==> config.mk <==
export PLATFORM = sky130hd
export DESIGN_NAME = e203_clkgate_ctrl
export DESIGN_NICKNAME = d
export VERILOG_FILES = /design/src/rtl/e203_clkgate_ctrl.sv
export SDC_FILE = /design/constraint.sdc
export NUM_CORES = 1
export LEC_CHECK = 0
export ABC_AREA = 0
export BUFFER_PORTS_ARGS = -buffer_cell sky130_fd_sc_hd__buf_2
export CELL_PAD_IN_SITES_DETAIL_PLACEMENT = 1
export CELL_PAD_IN_SITES_GLOBAL_PLACEMENT = 1
export CORE_MARGIN = 1
export CORE_UTILIZATION = 45
export CTS_BUF_LIST = sky130_fd_sc_hd__clkbuf_16
export CTS_CLUSTER_SIZE = 28
export DETAILED_ROUTE_END_ITERATION = 12
export PLACE_DENSITY_LB_ADDON = 0.1
export SLEW_MARGIN = 5
export SYNTH_ARGS = -nofsm -noshare
export SYNTH_HDL_FRONTEND = slang
export SYNTH_SLANG_ARGS = --single-unit
==> constraint.sdc <==
create_clock -name clk -period 4.8 [get_ports clk]
set_input_delay 1.2 -clock clk [delete_from_list [all_inputs] [get_ports clk]]
set_output_delay 1.2 -clock clk [all_outputs]
set_load 0.005 [all_outputs]
==> src/rtl/e203_clkgate_ctrl.sv <==
// e203_clkgate_ctrl: clock-gate controller for one gated domain.
// The domain stays clocked while any wake request is present or it reports
// busy work. After IDLE_CYC quiet cycles it asks the domain to quiesce
// (gate_req), then stops the clock once the domain acknowledges. A wake
// request restarts the clock, and ready returns after WAKE_CYC cycles.
// test_mode forces the clock on combinationally and steers the FSM to RUN.
// Optional build macro: E203_CLKGATE_CTRL_STAT_EN adds the gated_cnt output,
// which counts the cycles spent with the clock stopped.
module e203_clkgate_ctrl #(
    parameter int NREQ     = 4,
    parameter int IDLE_CYC = 16,
    parameter int WAKE_CYC = 2
) (
    input  logic            clk,
    input  logic            rst,
    input  logic [NREQ-1:0] wake_req,
    input  logic            busy,
    input  logic            gate_ack,
    input  logic            test_mode,
    output logic            gate_req,
    output logic            clock_en,
    output logic            ready,
    output logic [3:0]      wake_src
`ifdef E203_CLKGATE_CTRL_STAT_EN
    ,
    output logic [31:0]     gated_cnt
`endif
);

    typedef enum logic [2:0] {
        RUN   = 3'd0,
        IDLE  = 3'd1,
        DRAIN = 3'd2,
        OFF   = 3'd3,
        WAKE  = 3'd4
    } state_e;

    state_e      state_q, state_d;
    logic [7:0]  idle_cnt_q, idle_cnt_d;
    logic [3:0]  wake_cnt_q, wake_cnt_d;
    logic [3:0]  wake_src_q, wake_src_d;
    logic        clk_en_q, clk_en_d;
    logic        gate_req_q, gate_req_d;
    logic        ready_q, ready_d;
    logic [3:0]  lsb_idx;
    logic        any_wake;

    assign any_wake = |wake_req;

    // Index of the lowest set wake request; scanning downward lets the
    // lowest index win.
    always_comb begin
        lsb_idx = '0;
        for (int i = NREQ - 1; i >= 0; i--) begin
            if (wake_req[i]) lsb_idx = 4'(i);
        end
    end

    // Next-state logic. The outputs are decoded from the next state so that
    // the output registers always agree with the state register.
    always_comb begin
        state_d    = state_q;
        idle_cnt_d = idle_cnt_q;
        wake_cnt_d = wake_cnt_q;
        wake_src_d = wake_src_q;
        unique case (state_q)
            RUN: begin
                if (!test_mode && !any_wake && !busy) begin
                    state_d    = IDLE;
                    idle_cnt_d = '0;
                end
            end
            IDLE: begin
                if (test_mode || any_wake || busy) begin
                    state_d    = RUN;
                    idle_cnt_d = '0;
                end else if (idle_cnt_q == 8'(IDLE_CYC - 1)) begin
                    state_d    = DRAIN;
                    idle_cnt_d = '0;
                end else begin
                    idle_cnt_d = idle_cnt_q + 8'd1;
                end
            end
            DRAIN: begin
                // A wake request aborts the drain even if the ack arrives together with it.
                if (test_mode || any_wake) state_d = RUN;
                else if (gate_ack)         state_d = OFF;
            end
            OFF: begin
                if (any_wake || test_mode) begin
                    state_d    = WAKE;
                    wake_cnt_d = '0;
                    if (any_wake) wake_src_d = lsb_idx;
                end
            end
            WAKE: begin
                // The clock needs the full settle time here, so wake_req and test_mode are ignored.
                if (wake_cnt_q == 4'(WAKE_CYC - 1)) begin
                    state_d    = RUN;
                    wake_cnt_d = '0;
                end else begin
                    wake_cnt_d = wake_cnt_q + 4'd1;
                end
            end
            default: state_d = WAKE;
        endcase
        if (test_mode) idle_cnt_d = '0;

        clk_en_d   = (state_d != OFF);
        gate_req_d = (state_d == DRAIN);
        ready_d    = (state_d == RUN) || (state_d == IDLE) || (state_d == DRAIN);
    end

    // State and output registers. Reset lands in WAKE, so the clock is
    // re-enabled immediately and ready follows after the wake delay.
    always_ff @(posedge clk or posedge rst) begin
        if (rst) begin
            state_q    <= WAKE;
            idle_cnt_q <= '0;
            wake_cnt_q <= '0;
            wake_src_q <= '0;
            clk_en_q   <= 1'b1;
            gate_req_q <= 1'b0;
            ready_q    <= 1'b0;
        end else begin
            state_q    <= state_d;
            idle_cnt_q <= idle_cnt_d;
            wake_cnt_q <= wake_cnt_d;
            wake_src_q <= wake_src_d;
            clk_en_q   <= clk_en_d;
            gate_req_q <= gate_req_d;
            ready_q    <= ready_d;
        end
    end

    // test_mode bypasses the register so the clock restarts without waiting for an edge.
    assign clock_en = clk_en_q | test_mode;
    assign gate_req = gate_req_q;
    assign ready    = ready_q;
    assign wake_src = wake_src_q;

`ifdef E203_CLKGATE_CTRL_STAT_EN
    logic [31:0] gated_cnt_q;

    // Saturating count of cycles spent with the clock stopped.
    always_ff @(posedge clk or posedge rst) begin
        if (rst)                                      gated_cnt_q <= '0;
        else if (state_q == OFF && gated_cnt_q != '1) gated_cnt_q <= gated_cnt_q + 32'd1;
    end

    assign gated_cnt = gated_cnt_q;
`endif

endmodule

==> results of run 1 <==
[layout make-up]
class | count | share of cell area [%]
inverter | 5 | 1.471
sequential | 20 | 39.41
timing repair buffer | 13 | 5.098
clock inverter | 1 | 0.2941
tap | 28 | 2.745
multi-input combinational | 92 | 45.10
clock buffer | 3 | 5.882
[worst min path at each step]
stage / start / endpoint / slack (ns) / cells after the start
after global placement: wake_src[1] / wake_src[1] / 0.47 / 1
after global routing: wake_src[1] / wake_src[1] / 0.52 / 1
final: wake_src[1] / wake_src[1] / 0.48 / 1
after CTS: wake_src[1] / wake_src[1] / 0.49 / 1
after detailed placement: wake_src[1] / wake_src[1] / 0.48 / 1
after floorplan: wake_cnt_q[2] / wake_cnt_q[2] / 0.48 / 1
[registers in the layout, indices dropped and copies added, names as in the netlist]
signal and cells:
clk_en_q 1, gate_req 1, idle_cnt_q 8, ready 1, state_q 3, wake_cnt_q 4
wake_src 2
[where the power goes]
group / switching [mW] / internal (mW)
Clock: 0.0608 / 0.111
Sequential: 0.00984 / 0.178
Combinational: 0.0199 / 0.0158
Total: 0.0905 / 0.304
[cell families after synthesis]
kind of cell	count (synthesis)	share of synthesized area (%)
simple gates	52	24.53
compound gates	32	20.49
flops	20	45.02
buf+inv	9	3.806
fa+ha+maj	3	3.360
xor+xnor	2	1.568
other cells	1	0.3356
mux	1	0.8959
[through the flow]
step,instance area (sq um),cells
floorplan,1121,121
global placement,1197,158
detailed placement,1197,158
CTS,1276,162
global route,1276,162
finish,1276,162
[placed cells by master (no fill, tap or decap), types with 4 or more instances in the layout]
cell and instances:
buf_2 13, inv_1 5, a21oi_1 4, nand2_1 14, nand3_1 6, o21ai_0 9, nor3_1 5, nor2_1 10
dfrtp_1 18
[routing by layer]
layer  vias to the layer above  global-route usage [%]  share of wire [%]
li1                        462                       -                  -
met1                       477                   25.64                 44
met2                        17                   40.81                 52
met3                         7                   4.678                2.2
met4                         0                   10.81                1.8
met5                         -                       0                  0
==> flow_metrics.env, run 1 <==
export IMPL_status="finished, final reports clean"
export IMPL_dp_hpwl_um=1881
export IMPL_syn_area_per_cell_sq_um=9.311
export IMPL_slew_headroom_pct=36.19
export IMPL_post_route_util_pct=56.07
export IMPL_drc_errors=0
export IMPL_drive_above_1_share_pct=17.91
export IMPL_synth_most_common_cell="dfrtp_1"
export IMPL_numCtsBuffers=3
export IMPL_cts_sinks=20
export IMPL_totalWireLength_um=2551
export IMPL_clk_pin_slew_ns=0.06
export IMPL_finalNetCount=147
export IMPL_synth_top_cell_by_area="dfrtp_1"
export IMPL_syn2layout_area_growth_pct=14.22
export IMPL_fin_crit_ns=2.956
export IMPL_clk_latency_ns=0.25
export IMPL_cts_tree="built"
export IMPL_finalSetupViolCount=0
export IMPL_grt_max_degree=21
export IMPL_crit_family="simple AND/OR/NAND/NOR gates"
export IMPL_overflow=0
export IMPL_ys_types=40
export IMPL_synth_main_ff_cell="dfrtp_1"
export IMPL_finClkSkew_ns=0.004695
export IMPL_ant_nets=0
export IMPL_grt_pass1_vias=995
export IMPL_required_ns=3.60
export IMPL_io_pins=16
export IMPL_fin_setup_tns_ns=0
export IMPL_worst_ep_arrival_time_ns=1.76
export IMPL_crit_cells=3
export IMPL_synthTopCellsByArea="dfrtp_1, dfstp_2, nand2_1"
export IMPL_die_area_sq_um=2686
export IMPL_powerDensity_nw_per_um2=309.3
export IMPL_ys_seq_area_share_pct=45.02
export IMPL_synth_cell_area_sq_um=1117
export IMPL_num_antenna_cells=0
export IMPL_cts_resized=0
export IMPL_avgRoutedWirePerCell_um=15.75
export IMPL_yosys_top_cells_count="dfrtp_1, nand2_1, nor2_1"
export IMPL_rrSetupSlack_ns=2.92
export IMPL_setup_worst_path_start="test_mode"
export IMPL_ys_warn_count=0
export IMPL_hp_class="flip-flop to flip-flop"
export IMPL_nFillCells=269
export IMPL_core_area_sq_um=2276
export IMPL_initial_core_util_pct=49.09
export IMPL_preCtsSetupSlack_ns=1.844
export IMPL_drtPass1Iterations=4
export IMPL_vias_per_cell=5.944
export IMPL_slowest_stage="or2_2"
export IMPL_fin_crit_sh_pct=61.59
export IMPL_timing_rr_start="state_q[2]"
export IMPL_synthDominantCellAreaShare_pct=40.31
export IMPL_slowest_delay_ns=0.29
export IMPL_r2r_end="idle_cnt_q[0]"
export IMPL_port_buffers=13
export IMPL_endpoint_kind="primary output"
export IMPL_worst_path_buf_inv=2
export IMPL_rows=17
export IMPL_fmax_mhz=338.3
export IMPL_drv_slew=0
export IMPL_worstSetupPathType="primary input to primary output"
export IMPL_peakVddDrop_uv=184.0
export IMPL_tightest_slew_ns=0.9571
export IMPL_crit_path_frequent_cell="buf_2"
export IMPL_dieWidth_um=51.83
export IMPL_whs_ns=0.4845
export IMPL_antenna_found_initial=0
export IMPL_cp_max_fo=6
export IMPL_clk_path_buf_depth=2
export IMPL_final_seq_area_sq_um=503.0
export IMPL_clock_root_buffer="clkbuf_16"
export IMPL_h_tree_depth=1
export IMPL_gp_congestion=0.8522
export IMPL_rr_worst_depth=4
export IMPL_async_reset_ff_share_pct=100.0
export IMPL_rsz0062_at_grt="no"
export IMPL_worstSetupStartpointType="primary input"
export IMPL_finalHoldViolCount=0
export IMPL_grt_util_all_layers_pct=22.90
export IMPL_leakage_nw=0.5520
export IMPL_synth_seq_cells=20
export IMPL_drt_iter0_markers=7
export IMPL_layout_setup_ws_ns=1.844
export IMPL_postCtsHoldBufs=0
export IMPL_cp_cell_sequence="buf_2, or2_2, buf_2"
export IMPL_cts_setup_buffers=0
export IMPL_maxCapViolations=0
export IMPL_crit_end="clock_en"
export IMPL_total_power_mw=0.3948
export IMPL_synth_edf_count=0
export IMPL_num_vias=963
export IMPL_die_h_um=51.83
export IMPL_multi_input_area_sq_um=575.6
export IMPL_syn_inst=120
export IMPL_grt_pass1_wl_um=4457
No activity file was read; power rests on OpenSTA's default activity.
==> run 2, diff against run 1 <==
- ABC_AREA: 0 -> 1
- CORE_UTILIZATION: 45 -> 41
- clock period: 4.8 -> 3 ns (I/O delays scaled with it)
==> run 2 against run 1 <==
Synthesized cell count increased by 17%. Flip-flop and latch count unchanged. Critical path type unchanged. Critical path depth is the same.
==> flow_metrics.env, run 2 <==
export IMPL_synth_top_cell_by_area="dfrtp_1"
export IMPL_finalNetCount=169
export IMPL_num_vias=949
export IMPL_synth_top_family_by_area="simple AND/OR/NAND/NOR gates"
export IMPL_h_tree_depth=1
export IMPL_synth_compound_area_share_pct=7.918
export IMPL_drv_slew=0
export IMPL_fin_crit_ns=2.007
export IMPL_tightest_slew_ns=0.7983
export IMPL_io_pins=16
export IMPL_ys_warn_count=0
export IMPL_fin_crit_sh_pct=66.92
export IMPL_port_buffers=13
export IMPL_num_antenna_cells=0
export IMPL_dp_cells=182
export IMPL_clk_latency_ns=0.25
export IMPL_grt_max_degree=21
export IMPL_totalWireLength_um=2600
export IMPL_p_switching_mw=0.1739
export IMPL_p_seq_share_pct=46.5
export IMPL_synthSimpleGateAreaFrac_pct=33.19
export IMPL_crit_path_frequent_cell="buf_2"
export IMPL_final_common_cell="nand2_1"
export IMPL_yosys_top_cells_count="nand2_1, inv_1, dfrtp_1"
export IMPL_ant_nets=0
export IMPL_synth_main_ff_cell="dfrtp_1"
export IMPL_cp_max_fo=2
export IMPL_powerDensity_nw_per_um2=518.1
export IMPL_slowest_stage="or2_2"
export IMPL_rsz0062_at_grt="no"
export IMPL_drt_iter0_markers=11
export IMPL_drive_above_1_share_pct=25.00
export IMPL_initial_core_util_pct=44.93
export IMPL_multi_input_area_sq_um=545.5
export IMPL_cts_sinks=20
export IMPL_clock_root_buffer="clkbuf_16"
export IMPL_worstSetupStartpointType="primary input"
export IMPL_core_area_sq_um=2567
export IMPL_ys_types=27
export IMPL_synthTopCellsByArea="dfrtp_1, nand2_1, inv_1"
export IMPL_leakage_nw=0.6174
export IMPL_final_seq_area_sq_um=503.0
export IMPL_clk_pin_slew_ns=0.06
export IMPL_yosys_area_share_adder_pct=3.254
export IMPL_clk_path_buf_depth=2
export IMPL_worstSetupPathType="primary input to primary output"
export IMPL_die_h_um=55.05
export IMPL_hold_start="wake_src[0]"
export IMPL_overflow=0
export IMPL_timing_rr_start="state_q[1]"
export IMPL_syn_inst=140
export IMPL_cts_tree="built"
export IMPL_top_register="idle_cnt_q"
export IMPL_status="finished, final reports clean"
export IMPL_fin_setup_tns_ns=0
export IMPL_grt_util_all_layers_pct=20.63
export IMPL_switching_share_pct=25.35
export IMPL_cp_cell_sequence="buf_2, or2_2, buf_2"
export IMPL_numCtsBuffers=3
export IMPL_synth_cell_area_sq_um=1154
export IMPL_synth_mux_area_share_pct=0
export IMPL_rows=18
export IMPL_synthDominantCellAreaShare_pct=39.05
export IMPL_p_int_mw=0.5120
export IMPL_slew_headroom_pct=46.72
export IMPL_largest_register_ffs=8
export IMPL_slowest_delay_ns=0.28
export IMPL_worst_ep_arrival_time_ns=1.26
export IMPL_avgRoutedWirePerCell_um=13.98
export IMPL_top_regs="idle_cnt_q (8), wake_cnt_q (4), state_q (3)"
export IMPL_die_area_sq_um=3030
export IMPL_vias_per_cell=5.102
export IMPL_drc_errors=0
export IMPL_drtPass1Iterations=4
export IMPL_syn2layout_area_growth_pct=14.75
export IMPL_post_route_util_pct=51.56
export IMPL_finClkSkew_ns=0.005175
export IMPL_async_reset_ff_share_pct=100.0
export IMPL_fmax_mhz=498.1
export IMPL_dieWidth_um=55.05
export IMPL_peakVddDrop_uv=356.8
export IMPL_grt_pass1_vias=978
export IMPL_setup_worst_path_start="test_mode"
export IMPL_final_cells=186
export IMPL_hp_class="flip-flop to flip-flop"
export IMPL_synth_most_common_cell="nand2_1"
export IMPL_required_ns=2.25
export IMPL_postCtsHoldBufs=0
export IMPL_finalHoldViolCount=0
export IMPL_dp_hpwl_um=1993
export IMPL_nFillCells=331
export IMPL_syn_area_per_cell_sq_um=8.240
export IMPL_synth_edf_count=0
export IMPL_power_frac_clock_pct=40.5
export IMPL_ys_seq_area_share_pct=43.60
export IMPL_antenna_found_initial=0
export IMPL_gp_congestion=0.7808
export IMPL_cts_resized=0
export IMPL_cts_setup_buffers=0
export IMPL_maxCapViolations=0
export IMPL_finalSetupViolCount=0
export IMPL_endpoint_kind="primary output"
export IMPL_final_cell_mix="nand2_1, inv_1, dfrtp_1"
export IMPL_synth_seq_cells=20
export IMPL_synthXorXnorAreaFrac_pct=2.278
export IMPL_power_frac_comb_pct=13.0
export IMPL_grt_pass1_wl_um=4353
## run 2: cell types whose count changed after synthesis, moves of 5 or more
| cell | change |
|---|---|
| nand3_1 | +6 |
| nand4_1 | +5 |
| inv_2 | +6 |
| nor2_4 | +5 |
| inv_1 | +14 |
| nand2_1 | +10 |
## run 2: critical path: cells and delay by family
family / cells / cell delay (ns)
buffers and inverters: 2 / 0.23
AND/OR/NAND/NOR: 1 / 0.28
## run 2: kinds of logic after synthesis
group,after synthesis
simple gates,69
buf+inv,27
flops,20
compound gates,17
xor+xnor,3
fa+ha+maj,3
other cells,1
## run 2: area by class of cell
cell class,count,share of cell area (%)
multi-input combinational,94,41.21
sequential,20,38.00
inverter,25,7.089
clock buffer,3,5.671
timing repair buffer,13,4.915
tap,30,2.836
clock inverter,1,0.2836
## run 2: final timing paths
| path | end | slack [ns] | depth (start not counted) |
|---|---|---|---|
| worst max-delay path | clock_en | 0.99 | 3 |
| worst min-delay path | wake_src[0] | 0.48 | 2 |
| worst max register to register | idle_cnt_q[5] | 1.58 | 6 |
| worst min register to register | wake_src[0] | 0.48 | 2 |
| max in group asynchronous | ready | 1.86 | 2 |
| min in group asynchronous | wake_src[0] | 0.64 | 2 |
## run 2: stage by stage
stage	cell area (sq um)	worst slack, ns	power, mW	hold slack [ns]
after floorplan	1157	1.216	0.3891	0.4717
after global placement	1245	0.9859	0.4080	0.4625
after detailed placement	1245	0.9861	0.4151	0.4725
after CTS	1324	0.9861	0.6938	0.4869
after global routing	1324	0.9723	0.7188	0.5419
final	1324	0.9925	0.6859	0.4781
## run 2: routing by layer
| layer | GRT usage, % | wire length, um | up-vias |
|---|---|---|---|
| li1 | - | - | 481 |
| met1 | 25.17 | 1184 | 453 |
| met2 | 36.75 | 1328 | 13 |
| met3 | 6.011 | 69 | 2 |
| met4 | 2.500 | 18 | 0 |
| met5 | 0 | 0 | - |
## run 2: power groups by stage
| stage | Sequential [mW] | Clock, mW | Combinational, mW |
|---|---|---|---|
| after detailed placement | 0.324 | 0 | 0.0912 |
| final | 0.319 | 0.278 | 0.0893 |
| after global routing | 0.322 | 0.292 | 0.105 |
| after CTS | 0.319 | 0.283 | 0.0917 |
| after global placement | 0.322 | 0 | 0.0860 |
| after floorplan | 0.319 | 0 | 0.0706 |
